### config.mk
export PLATFORM = sky130hd
export DESIGN_NAME = uart_tx_arbiter_flat
export DESIGN_NICKNAME = d
export VERILOG_FILES = /design/src/rtl/uart_tx_arbiter_pkg.sv /design/src/rtl/uart_tx_arbiter_if.sv /design/src/rtl/uart_tx_arbiter_arb_timer.sv /design/src/rtl/uart_tx_arbiter.sv /design/src/flat_wrapper.sv
export SDC_FILE = /design/constraint.sdc
export NUM_CORES = 1
export LEC_CHECK = 0
export ABC_AREA = 1
export CAP_MARGIN = 0
export CORE_MARGIN = 5
export CORE_UTILIZATION = 55
export DETAILED_ROUTE_END_ITERATION = 7
export DONT_BUFFER_PORTS = 1
export PLACE_DENSITY = 0.69
export SLEW_MARGIN = 20
export SYNTH_ARGS = -nofsm -noshare
export SYNTH_HDL_FRONTEND = slang
export SYNTH_HIERARCHICAL = 1
export SYNTH_SLANG_ARGS = --single-unit
export TNS_END_PERCENT = 50
### constraint.sdc
create_clock -name clk -period 3.96 [get_ports clk]
set_clock_uncertainty 0.15 [all_clocks]
set_input_delay 0.792 -clock clk [delete_from_list [all_inputs] [get_ports clk]]
set_output_delay 0.792 -clock clk [all_outputs]
set_load 0.05 [all_outputs]
### src/rtl/uart_tx_arbiter_pkg.sv
// Shared types and defaults for the UART TX arbiter: FSM states, grant encodings,
// default timeouts and the timer width helper.
package uart_tx_arbiter_pkg;

    typedef enum logic [1:0] {
        IDLE,
        LOAD,
        WAIT_BUSY,
        WAIT_DONE
    } arb_state_e;

    localparam logic [1:0] GNT_NONE = 2'b00;
    localparam logic [1:0] GNT_ECHO = 2'b01;
    localparam logic [1:0] GNT_MSG  = 2'b10;

    localparam int DEF_DATA_W        = 8;
    localparam int DEF_START_TIMEOUT = 16;
    localparam int DEF_LOCK_TIMEOUT  = 1024;

    function automatic int timer_w(input int max_count);
        return $clog2(max_count + 1);
    endfunction

endpackage

### src/rtl/uart_tx_arbiter_if.sv
// Requester and transmitter handshake bundle seen by the arbiter.
// master = arbiter side, slave = requester/transmitter side.
interface uart_tx_arbiter_if
    import uart_tx_arbiter_pkg::*;
#(
    parameter int DATA_W = DEF_DATA_W
);
    logic              echo_valid;
    logic [DATA_W-1:0] echo_data;
    logic              echo_ready;
    logic              msg_valid;
    logic [DATA_W-1:0] msg_data;
    logic              msg_last;
    logic              msg_ready;
    logic              tx_start;
    logic [DATA_W-1:0] tx_data;
    logic              tx_busy;

    modport master (
        input  echo_valid, echo_data, msg_valid, msg_data, msg_last, tx_busy,
        output echo_ready, msg_ready, tx_start, tx_data
    );

    modport slave (
        output echo_valid, echo_data, msg_valid, msg_data, msg_last, tx_busy,
        input  echo_ready, msg_ready, tx_start, tx_data
    );
endinterface

### src/rtl/uart_tx_arbiter_arb_timer.sv
// Loadable down-counter; expire is high in the enabled cycle that takes the count
// from 1 to 0, i.e. after exactly load_val consecutive enabled cycles.
module uart_tx_arbiter_arb_timer #(
    parameter int W = 8
) (
    input  logic         clk,
    input  logic         rst,
    input  logic         load,
    input  logic [W-1:0] load_val,
    input  logic         en,
    output logic         expire
);
    logic [W-1:0] count_q;
    logic [W-1:0] count_d;

    always_comb begin
        count_d = count_q;
        if (load) begin
            count_d = load_val;
        end else if (en && (count_q != '0)) begin
            count_d = count_q - 1'b1;
        end
    end

    assign expire = en && !load && (count_q == W'(1));

    always_ff @(posedge clk) begin
        if (rst) begin
            count_q <= '0;
        end else begin
            count_q <= count_d;
        end
    end
endmodule

### src/rtl/uart_tx_arbiter.sv
// Shares one UART byte transmitter between the echo and message requesters.
// Optional MSG_LOCK_TIMEOUT_EN drops a stalled message lock after LOCK_TIMEOUT idle cycles.
module uart_tx_arbiter
    import uart_tx_arbiter_pkg::*;
#(
    parameter int DATA_W        = DEF_DATA_W,
    parameter int START_TIMEOUT = DEF_START_TIMEOUT,
    parameter int LOCK_TIMEOUT  = DEF_LOCK_TIMEOUT
) (
    input  logic                   clk,
    input  logic                   rst,
    input  logic                   SW,
    uart_tx_arbiter_if.master      bus,
    output logic [1:0]             grant,
    output logic                   locked,
    output logic                   start_err
);
    // Both timers share one load width so either timeout can be reconfigured freely.
    localparam int TimerW = timer_w((START_TIMEOUT > LOCK_TIMEOUT) ? START_TIMEOUT : LOCK_TIMEOUT);

    arb_state_e        state_q, state_d;
    logic [1:0]        grant_q, grant_d;
    logic              locked_q, locked_d;
    logic [DATA_W-1:0] tx_data_q, tx_data_d;
    logic              tx_start_q, tx_start_d;
    logic              echo_ready_q, echo_ready_d;
    logic              msg_ready_q, msg_ready_d;
    logic              start_err_q, start_err_d;

    logic              owner_is_msg;
    logic              owner_valid;
    logic              start_expire;
    logic              lock_expire;

    assign owner_is_msg = (grant_q == GNT_MSG);
    assign owner_valid  = owner_is_msg ? bus.msg_valid : bus.echo_valid;

    uart_tx_arbiter_arb_timer #(
        .W (TimerW)
    ) u_start_timer (
        .clk      (clk),
        .rst      (rst),
        .load     (state_q == LOAD),
        .load_val (TimerW'(START_TIMEOUT)),
        .en       ((state_q == WAIT_BUSY) && !bus.tx_busy),
        .expire   (start_expire)
    );

`ifdef MSG_LOCK_TIMEOUT_EN
    logic lock_run;
    // Any cycle outside the idle-and-starving condition (incl. an accept) reloads the timer.
    assign lock_run = locked_q && (state_q == IDLE) && !bus.msg_valid;

    uart_tx_arbiter_arb_timer #(
        .W (TimerW)
    ) u_lock_timer (
        .clk      (clk),
        .rst      (rst),
        .load     (!lock_run),
        .load_val (TimerW'(LOCK_TIMEOUT)),
        .en       (lock_run),
        .expire   (lock_expire)
    );
`else
    assign lock_expire = 1'b0;
`endif

    always_comb begin
        state_d      = state_q;
        grant_d      = grant_q;
        locked_d     = locked_q;
        tx_data_d    = tx_data_q;
        tx_start_d   = 1'b0;
        echo_ready_d = 1'b0;
        msg_ready_d  = 1'b0;
        start_err_d  = 1'b0;

        unique case (state_q)
            IDLE: begin
                if (lock_expire) begin
                    locked_d = 1'b0;
                end
                if (!bus.tx_busy) begin
                    if (bus.msg_valid && (locked_q || SW || !bus.echo_valid)) begin
                        grant_d = GNT_MSG;
                        state_d = LOAD;
                    end else if (bus.echo_valid && !locked_q) begin
                        grant_d = GNT_ECHO;
                        state_d = LOAD;
                    end
                end
            end
            LOAD: begin
                if (owner_valid) begin
                    tx_start_d = 1'b1;
                    state_d    = WAIT_BUSY;
                    if (owner_is_msg) begin
                        msg_ready_d = 1'b1;
                        tx_data_d   = bus.msg_data;
                        locked_d    = !bus.msg_last;
                    end else begin
                        echo_ready_d = 1'b1;
                        tx_data_d    = bus.echo_data;
                    end
                end else begin
                    grant_d = GNT_NONE;
                    state_d = IDLE;
                end
            end
            WAIT_BUSY: begin
                if (bus.tx_busy) begin
                    state_d = WAIT_DONE;
                end else if (start_expire) begin
                    start_err_d = 1'b1;
                    grant_d     = GNT_NONE;
                    state_d     = IDLE;
                end
            end
            WAIT_DONE: begin
                if (!bus.tx_busy) begin
                    grant_d = GNT_NONE;
                    state_d = IDLE;
                end
            end
            default: begin
                grant_d = GNT_NONE;
                state_d = IDLE;
            end
        endcase
    end

    always_ff @(posedge clk) begin
        if (rst) begin
            state_q      <= IDLE;
            grant_q      <= GNT_NONE;
            locked_q     <= 1'b0;
            tx_data_q    <= '0;
            tx_start_q   <= 1'b0;
            echo_ready_q <= 1'b0;
            msg_ready_q  <= 1'b0;
            start_err_q  <= 1'b0;
        end else begin
            state_q      <= state_d;
            grant_q      <= grant_d;
            locked_q     <= locked_d;
            tx_data_q    <= tx_data_d;
            tx_start_q   <= tx_start_d;
            echo_ready_q <= echo_ready_d;
            msg_ready_q  <= msg_ready_d;
            start_err_q  <= start_err_d;
        end
    end

    assign bus.tx_start   = tx_start_q;
    assign bus.tx_data    = tx_data_q;
    assign bus.echo_ready = echo_ready_q;
    assign bus.msg_ready  = msg_ready_q;
    assign grant          = grant_q;
    assign locked         = locked_q;
    assign start_err      = start_err_q;
endmodule

### src/flat_wrapper.sv
// flat-port wrapper written by rule: the top's interface ports become plain ports
module uart_tx_arbiter_flat import uart_tx_arbiter_pkg::*;
#(
    parameter int DATA_W        = DEF_DATA_W,
    parameter int START_TIMEOUT = DEF_START_TIMEOUT,
    parameter int LOCK_TIMEOUT  = DEF_LOCK_TIMEOUT
)
  (clk, rst, SW, grant, locked, start_err, bus_echo_valid, bus_echo_data, bus_msg_valid, bus_msg_data, bus_msg_last, bus_tx_busy, bus_echo_ready, bus_msg_ready, bus_tx_start, bus_tx_data);
  uart_tx_arbiter_if #(.DATA_W(DATA_W)) bus_i ();
  input  logic clk;
  input  logic rst;
  input  logic SW;
  output logic [1:0] grant;
  output logic locked;
  output logic start_err;
  input wire logic [$bits(bus_i.echo_valid)-1:0] bus_echo_valid;
  input wire logic [$bits(bus_i.echo_data)-1:0] bus_echo_data;
  input wire logic [$bits(bus_i.msg_valid)-1:0] bus_msg_valid;
  input wire logic [$bits(bus_i.msg_data)-1:0] bus_msg_data;
  input wire logic [$bits(bus_i.msg_last)-1:0] bus_msg_last;
  input wire logic [$bits(bus_i.tx_busy)-1:0] bus_tx_busy;
  output wire logic [$bits(bus_i.echo_ready)-1:0] bus_echo_ready;
  output wire logic [$bits(bus_i.msg_ready)-1:0] bus_msg_ready;
  output wire logic [$bits(bus_i.tx_start)-1:0] bus_tx_start;
  output wire logic [$bits(bus_i.tx_data)-1:0] bus_tx_data;
  assign bus_i.echo_valid = bus_echo_valid;
  assign bus_i.echo_data = bus_echo_data;
  assign bus_i.msg_valid = bus_msg_valid;
  assign bus_i.msg_data = bus_msg_data;
  assign bus_i.msg_last = bus_msg_last;
  assign bus_i.tx_busy = bus_tx_busy;
  assign bus_echo_ready = bus_i.echo_ready;
  assign bus_msg_ready = bus_i.msg_ready;
  assign bus_tx_start = bus_i.tx_start;
  assign bus_tx_data = bus_i.tx_data;
  uart_tx_arbiter #(.DATA_W(DATA_W), .START_TIMEOUT(START_TIMEOUT), .LOCK_TIMEOUT(LOCK_TIMEOUT)) u_core (.clk(clk), .rst(rst), .SW(SW), .bus(bus_i), .grant(grant), .locked(locked), .start_err(start_err));
endmodule
---- After elaboration in Yosys (flattened, before gate mapping) ----
Cells that the tools add are included.
storage, ports and cells
  register bits after elaboration ......... 28
  bits in latches ......................... 0
  memory bits (writable) .................. 0
  memory bits (read-only) ................. 0
  bits of input ports ..................... 23
  output and inout port bits .............. 15
  word-level logic and storage cells ...... 71
  memories ................................ 0
cells by class
  add/subtract/negate cells ............... 1
  multiply operators ...................... 0
  div/mod/pow operators ................... 0
  order comparisons ....................... 0
  equal/unequal tests ..................... 12
  shift operators ......................... 0
  mux-type cells .......................... 21
  bitwise operators ....................... 3
  reductions and logical operators ........ 24
operators with widths
  kind                                                                  count
  2-bit two-way mux                                                     11
  2-bit case mux with 4 select lines                                    2
  11-bit by 1-bit == test with 1-bit output, second input constant      1
  11-bit nonzero test                                                   1
  11-bit by 1-bit subtractor with 11-bit output, second input constant  1
  5-bit two-way mux                                                     2
  8-bit two-way mux                                                     1
  2-bit != test, second input constant                                  4
  2-bit == test, second input constant                                  3
  1-bit logical AND                                                     6
  6-bit AND reduction                                                   1
  3-bit OR reduction                                                    2
  1-bit zero test                                                       5
  1-bit two-way mux                                                     5
  4-bit AND reduction                                                   1
  2-bit OR reduction                                                    2
  3-bit by 1-bit != test with 1-bit output, second input constant       1
  3-bit by 2-bit != test with 1-bit output, second input constant       1
  1-bit inverter                                                        3
  3-bit AND reduction                                                   1
  2-bit by 1-bit == test with 1-bit output, second input constant       1
  2-bit zero test                                                       1
  1-bit logical OR                                                      2
  2-bit by 1-bit != test with 1-bit output, second input constant       1
  2 further kinds                                                       2

---- Longest topological paths before layout ----
  word-level depth ........................ 7
  gate-level depth with buffers ........... 13
  gate-level depth less buffers ........... 13

---- Modules after synthesis ----
The synthesis kept the hierarchy.
by module, submodules not included
  module                     instances  cells an instance  area each (µm²)
  uart_tx_arbiter            1          120                817.0
  uart_tx_arbiter_arb_timer  1          134                800.8

---- Worst setup path before layout ----
No wires, ideal clock.
  path type ............................... input-to-reg
  start ................................... input port bus_tx_busy
  end ..................................... register u_core.grant_q[1] (netlist: u_core/grant[1])
  setup time .............................. 0.115 ns
  arrival time ............................ 1.870 ns
  required time ........................... 3.695 ns
  slack ................................... 1.826 ns
  cell stages on the path ................. 10
  cell sequence ........................... nor2_1 -> nand2_1 -> nor4_1 -> inv_1 -> nand2_1 -> nand3_1 -> nor2_4 -> nand2_1 -> nand2_1 -> nor2_1
on the way
  cells in the longest elaborated chain, start to end .. 6
  elaborated cells on any way between the ends .. 9
  those cells by class .................... eq/ne (4); reduce/logical (5)
RTL lines
  item                                                       RTL line                         text
  from (decl)                                                flat_wrapper.sv:21               input wire logic [$bits(bus_i.tx_busy)-1:0] bus_tx_busy;
  1-bit zero test                                            uart_tx_arbiter.sv:45            .en ((state_q == WAIT_BUSY) && !bus.tx_busy),
  1-bit logical AND                                          uart_tx_arbiter.sv:45
  1-bit logical AND (2 in series)                            uart_tx_arbiter_arb_timer.sv:25  assign expire = en && !load && (count_q == W'(1));
  net u_core.start_expire                                    uart_tx_arbiter.sv:32            logic start_expire;
  2-bit by 1-bit != test with 1-bit output (no source line)  n/a
  6-bit AND reduction (no source line)                       n/a
  to (signal assigned)                                       uart_tx_arbiter.sv:144           grant_q <= grant_d;
  to (decl)                                                  uart_tx_arbiter.sv:22            logic [1:0] grant_q, grant_d;
The timed path passes the listed nets, and every way through them passes these cells.
A chain may end at the register's enable or synchronous reset.

---- Final worst setup path ----
  start ................................... register u_core.state_q[1]
  end ..................................... register u_core.grant_q[1] (netlist: u_core/grant[1])
on the way
  cells in the longest elaborated chain, start to end .. 6
  elaborated cells on any way between the ends .. 16
  those cells by class .................... eq/ne (9); mux (1); reduce/logical (6)
RTL lines
  item                                                                       RTL line                                                text
  from (decl)                                                                uart_tx_arbiter.sv:21                                   arb_state_e state_q, state_d;
  from (signal assigned)                                                     uart_tx_arbiter.sv:143                                  state_q <= state_d;
  2-bit == test or 2-bit by 1-bit == test with 1-bit output (tied branches)  uart_tx_arbiter.sv:45, uart_tx_arbiter.sv:43
  1-bit logical AND or 1-bit zero test (tied branches)                       uart_tx_arbiter.sv:45, uart_tx_arbiter_arb_timer.sv:25
  1-bit logical AND * (2 in series)                                          uart_tx_arbiter_arb_timer.sv:25
  net u_core.start_expire                                                    uart_tx_arbiter.sv:32
  2-bit by 1-bit != test with 1-bit output (no source line) *                n/a
  6-bit AND reduction (no source line) *                                     n/a
The timed path passes the listed nets; every way through them passes the cells marked *.

==> flow_summary.yaml <==
sta:
  fin_crit_ns: 2.27
  final_hold_violating_endpoints: 0
  relSlewSlack: 0.601
  max_freq_mhz: 440
  rsz_0062_raised_after_global_routing: "no"
  totalNegativeSetupSlack_ns: 0
  period_share: 0.574
  actual_slew_at_the_worst_max_slew_pin_ns: 0.598
  setup_viol: 0
  drv_slew: 0
cts:
  ctsHoldBuffers: 0
  tritoncts: "yes"
  cts_num_sinks: 28
  worst_skew_pair.late_latency_ns: 0.33
  post_cts_sizing: 0
  count_of_buffers_added_by_post_cts_timing_repair_for_setup: 0
  numCtsBuffers: 3
  clock_tree.htree_level_count: 1
  clk_path_buf_depth: 2
  path_clk_slew_ns: 0.15
  ctsRootBufferMaster: "sky130_fd_sc_hd__clkbuf_4"
routing:
  vias: 1472
  dr.first_iter.drc_count: 92
  drt_pass1_iterations: 4
  drc_errors: 0
  final_antenna_net_count: 0
  totalWireLength_mm: 3.41
  route.detailed.vias_per_inst: 5.02
  avgRoutedWirePerCell_um: 11.6
layout:
  seqCellArea_sq_um: 561
  layout_overhead_on_the_synthesized_area_pct: 4.33
  finalCoreUtilization: 0.607
  final_layout_size_suffix_gt1_frac: 0.0878
  finish.net_count: 288
  number_of_fillers_in_the_final_layout: 280
  antenna_cells: 0
  multi_input_comb_area_sq_um: 920
power_and_ir_drop:
  vdd_ir_drop_max_v: 0.000393
  pwr_density_cell_nw_per_um2: 545
  power.leakage_nw: 0.801
  finalPower_uw: 920
global_routing:
  grt_start_max_net_pins: 21
  grt.total_usage: 0.165
  grt_first_pass_wirelength_mm: 5.69
  number_of_global_route_vias_before_repair: 1240
  number_of_antenna_violations_at_the_first_check_in_global_routing: 0
  grt_overflow_total: 0
yosys:
  yosys-top-cells-area: "sky130_fd_sc_hd__dfxtp_1 (35%), sky130_fd_sc_hd__nand2_1 (16%), sky130_fd_sc_hd__a21oi_1 (9.3%), sky130_fd_sc_hd__nor2_1 (7.0%), sky130_fd_sc_hd__inv_1 (6.3%)"
  synth-seq-area-share: 0.346
  synth_cell_type_count: 27
  post-synth-top-area-cell: "sky130_fd_sc_hd__dfxtp_1"
  synth.top_cell.area_share: 0.346
  postSynth.topFlopCell: "sky130_fd_sc_hd__dfxtp_1"
  synth.ff_latch_count: 28
  ys.warnings.count: 6
  yosys.cell_count.top_type: "sky130_fd_sc_hd__nand2_1"
  post_synth.cell_area_avg_sq_um: 6.37
  share_of_flip_flops_with_an_asynchronous_set_or_reset_after_synthesis: 0
  post_synth_most_frequent_cells: "sky130_fd_sc_hd__nand2_1 (69), sky130_fd_sc_hd__a21oi_1 (30), sky130_fd_sc_hd__nor2_1 (30), sky130_fd_sc_hd__dfxtp_1 (28), sky130_fd_sc_hd__inv_1 (27)"
  netlist_area_sq_um: 1620
  post_synth_inst_count: 254
  synth-edff-count: 0
floorplan:
  core_region_area_sq_um: 2780
  fp.dieW_um: 64.2
  dieArea_sq_um: 4130
  rows: 19
  initial_utilization: 0.582
  pin_count: 38
  dieHeight_um: 64.2
critical_path:
  cp_max_fo: 4
  crit_path_end_kind: "register"
  data_arrival_time_at_the_worst_slack_endpoint_ns: 2.37
  setup.worst_path.class: "register to register"
  critical_path.startpoint_type: "register"
  required_ns: 4.06
job:
  timing.max_cap.violations: 0
outcome:
  status: "complete, no violations"
placement:
  placement.io_buffers: 0
  gp_congestion: 0.826
  hpwl_mm: 2.58
worst_hold_path:
  min_delay_worst_type: "primary input to register"
## layout by cell type, fill, tap and decap left out, drive strengths merged
| cell | instances |
|---|---|
| o21ai | 10 |
| clkbuf | 4 |
| conb | 11 |
| nor4 | 2 |
| clkinv | 2 |
| or2 | 2 |
| dfxtp | 28 |
| a21oi | 30 |
| nor2 | 35 |
| nand3 | 21 |
| inv | 32 |
| xor2 | 2 |
| nand2 | 76 |
| nor3 | 2 |
| ha | 2 |
| nand4 | 3 |
## final timing paths
| path | from | end | slack, ns | depth (start not counted) |
|---|---|---|---|---|
| worst min-delay path | rst | u_core/state_q[0]$_SDFFE_PP0P_ | 0.35 | 1 |
| worst max-delay path | u_core/state_q[1]$_SDFFE_PP0P_ | u_core/grant[1]$_SDFFE_PP0P_ | 1.69 | 13 |
| worst min register to register | u_core/u_start_timer/count_q[3]$_SDFFE_PP0P_ | u_core/u_start_timer/count_q[3]$_SDFFE_PP0P_ | 0.36 | 2 |
| worst max register to register | u_core/state_q[1]$_SDFFE_PP0P_ | u_core/grant[1]$_SDFFE_PP0P_ | 1.69 | 13 |
## sequential cells by signal, summed over array words and instances (netlist names)
| register | cells |
|---|---|
| u_core/state_q | 2 |
| u_core/start_err | 1 |
| u_core/bus.msg_ready | 1 |
| u_core/grant | 2 |
| u_core/bus.tx_data | 8 |
| u_core/u_start_timer/count_q | 11 |
| u_core/bus.tx_start | 1 |
| u_core/bus.echo_ready | 1 |
| u_core/locked | 1 |
## cell families (layout without fill, tap and decap cells)
kind of cell | count (synthesis) | count (layout) | synth area share
other | 2 | 11 | 0.00464
buffers and inverters | 39 | 38 | 0.106
AND/OR/NAND/NOR | 141 | 141 | 0.393
adder cells (fa/ha/maj) | 2 | 2 | 0.0155
XOR/XNOR | 2 | 2 | 0.0108
flip-flops | 28 | 28 | 0.346
AO/OA/AOI/OAI | 40 | 40 | 0.124
## worst max-delay path, stage by stage (launching register included)
cell                      delay (ns)
sky130_fd_sc_hd__dfxtp_1        0.45
sky130_fd_sc_hd__inv_1          0.09
sky130_fd_sc_hd__nor2_2         0.17
sky130_fd_sc_hd__inv_2          0.07
sky130_fd_sc_hd__nor2_1         0.24
sky130_fd_sc_hd__nand2_1        0.09
sky130_fd_sc_hd__nor4_1         0.28
sky130_fd_sc_hd__inv_1          0.11
sky130_fd_sc_hd__nand2_1        0.08
sky130_fd_sc_hd__nand3_1        0.12
sky130_fd_sc_hd__nor2_4         0.18
sky130_fd_sc_hd__nand2_1        0.07
sky130_fd_sc_hd__nand2_1        0.05
sky130_fd_sc_hd__nor2_1         0.03
## layer usage
| metal | GRT usage | up-vias | part of all wire |
|---|---|---|---|
| met5 | 0 | - | 0 |
| met4 | 0.0178 | 0 | 0 |
| met3 | 0.0543 | 0 | 0.078 |
| met2 | 0.251 | 43 | 0.44 |
| met1 | 0.235 | 624 | 0.48 |
| li1 | - | 805 | - |
## through the flow
stage	worst slack, ns	std cells	cell area, sq um	hold slack (ns)
6_report	1.69	293	1690	0.354
5_1_grt	1.48	293	1690	0.326
4_1_cts	1.71	293	1690	0.346
3_5_place_dp	1.67	289	1650	0.335
3_3_place_gp	1.74	289	1650	0.335
2_1_floorplan	1.83	263	1650	0.314
## where the power goes
part	total (mW)	switching, mW	internal, mW
Clock	0.140	0.0839	0.0563
Sequential	0.402	0.0830	0.319
Combinational	0.377	0.245	0.133
Total	0.920	0.412	0.508
## area by class of cell
class | count | share of cell area
multi-input combinational | 196 | 0.545
inverter | 34 | 0.0786
tap | 31 | 0.0230
sequential | 28 | 0.332
clock buffer | 4 | 0.0215
No activity file was read; power rests on OpenSTA's default activity.
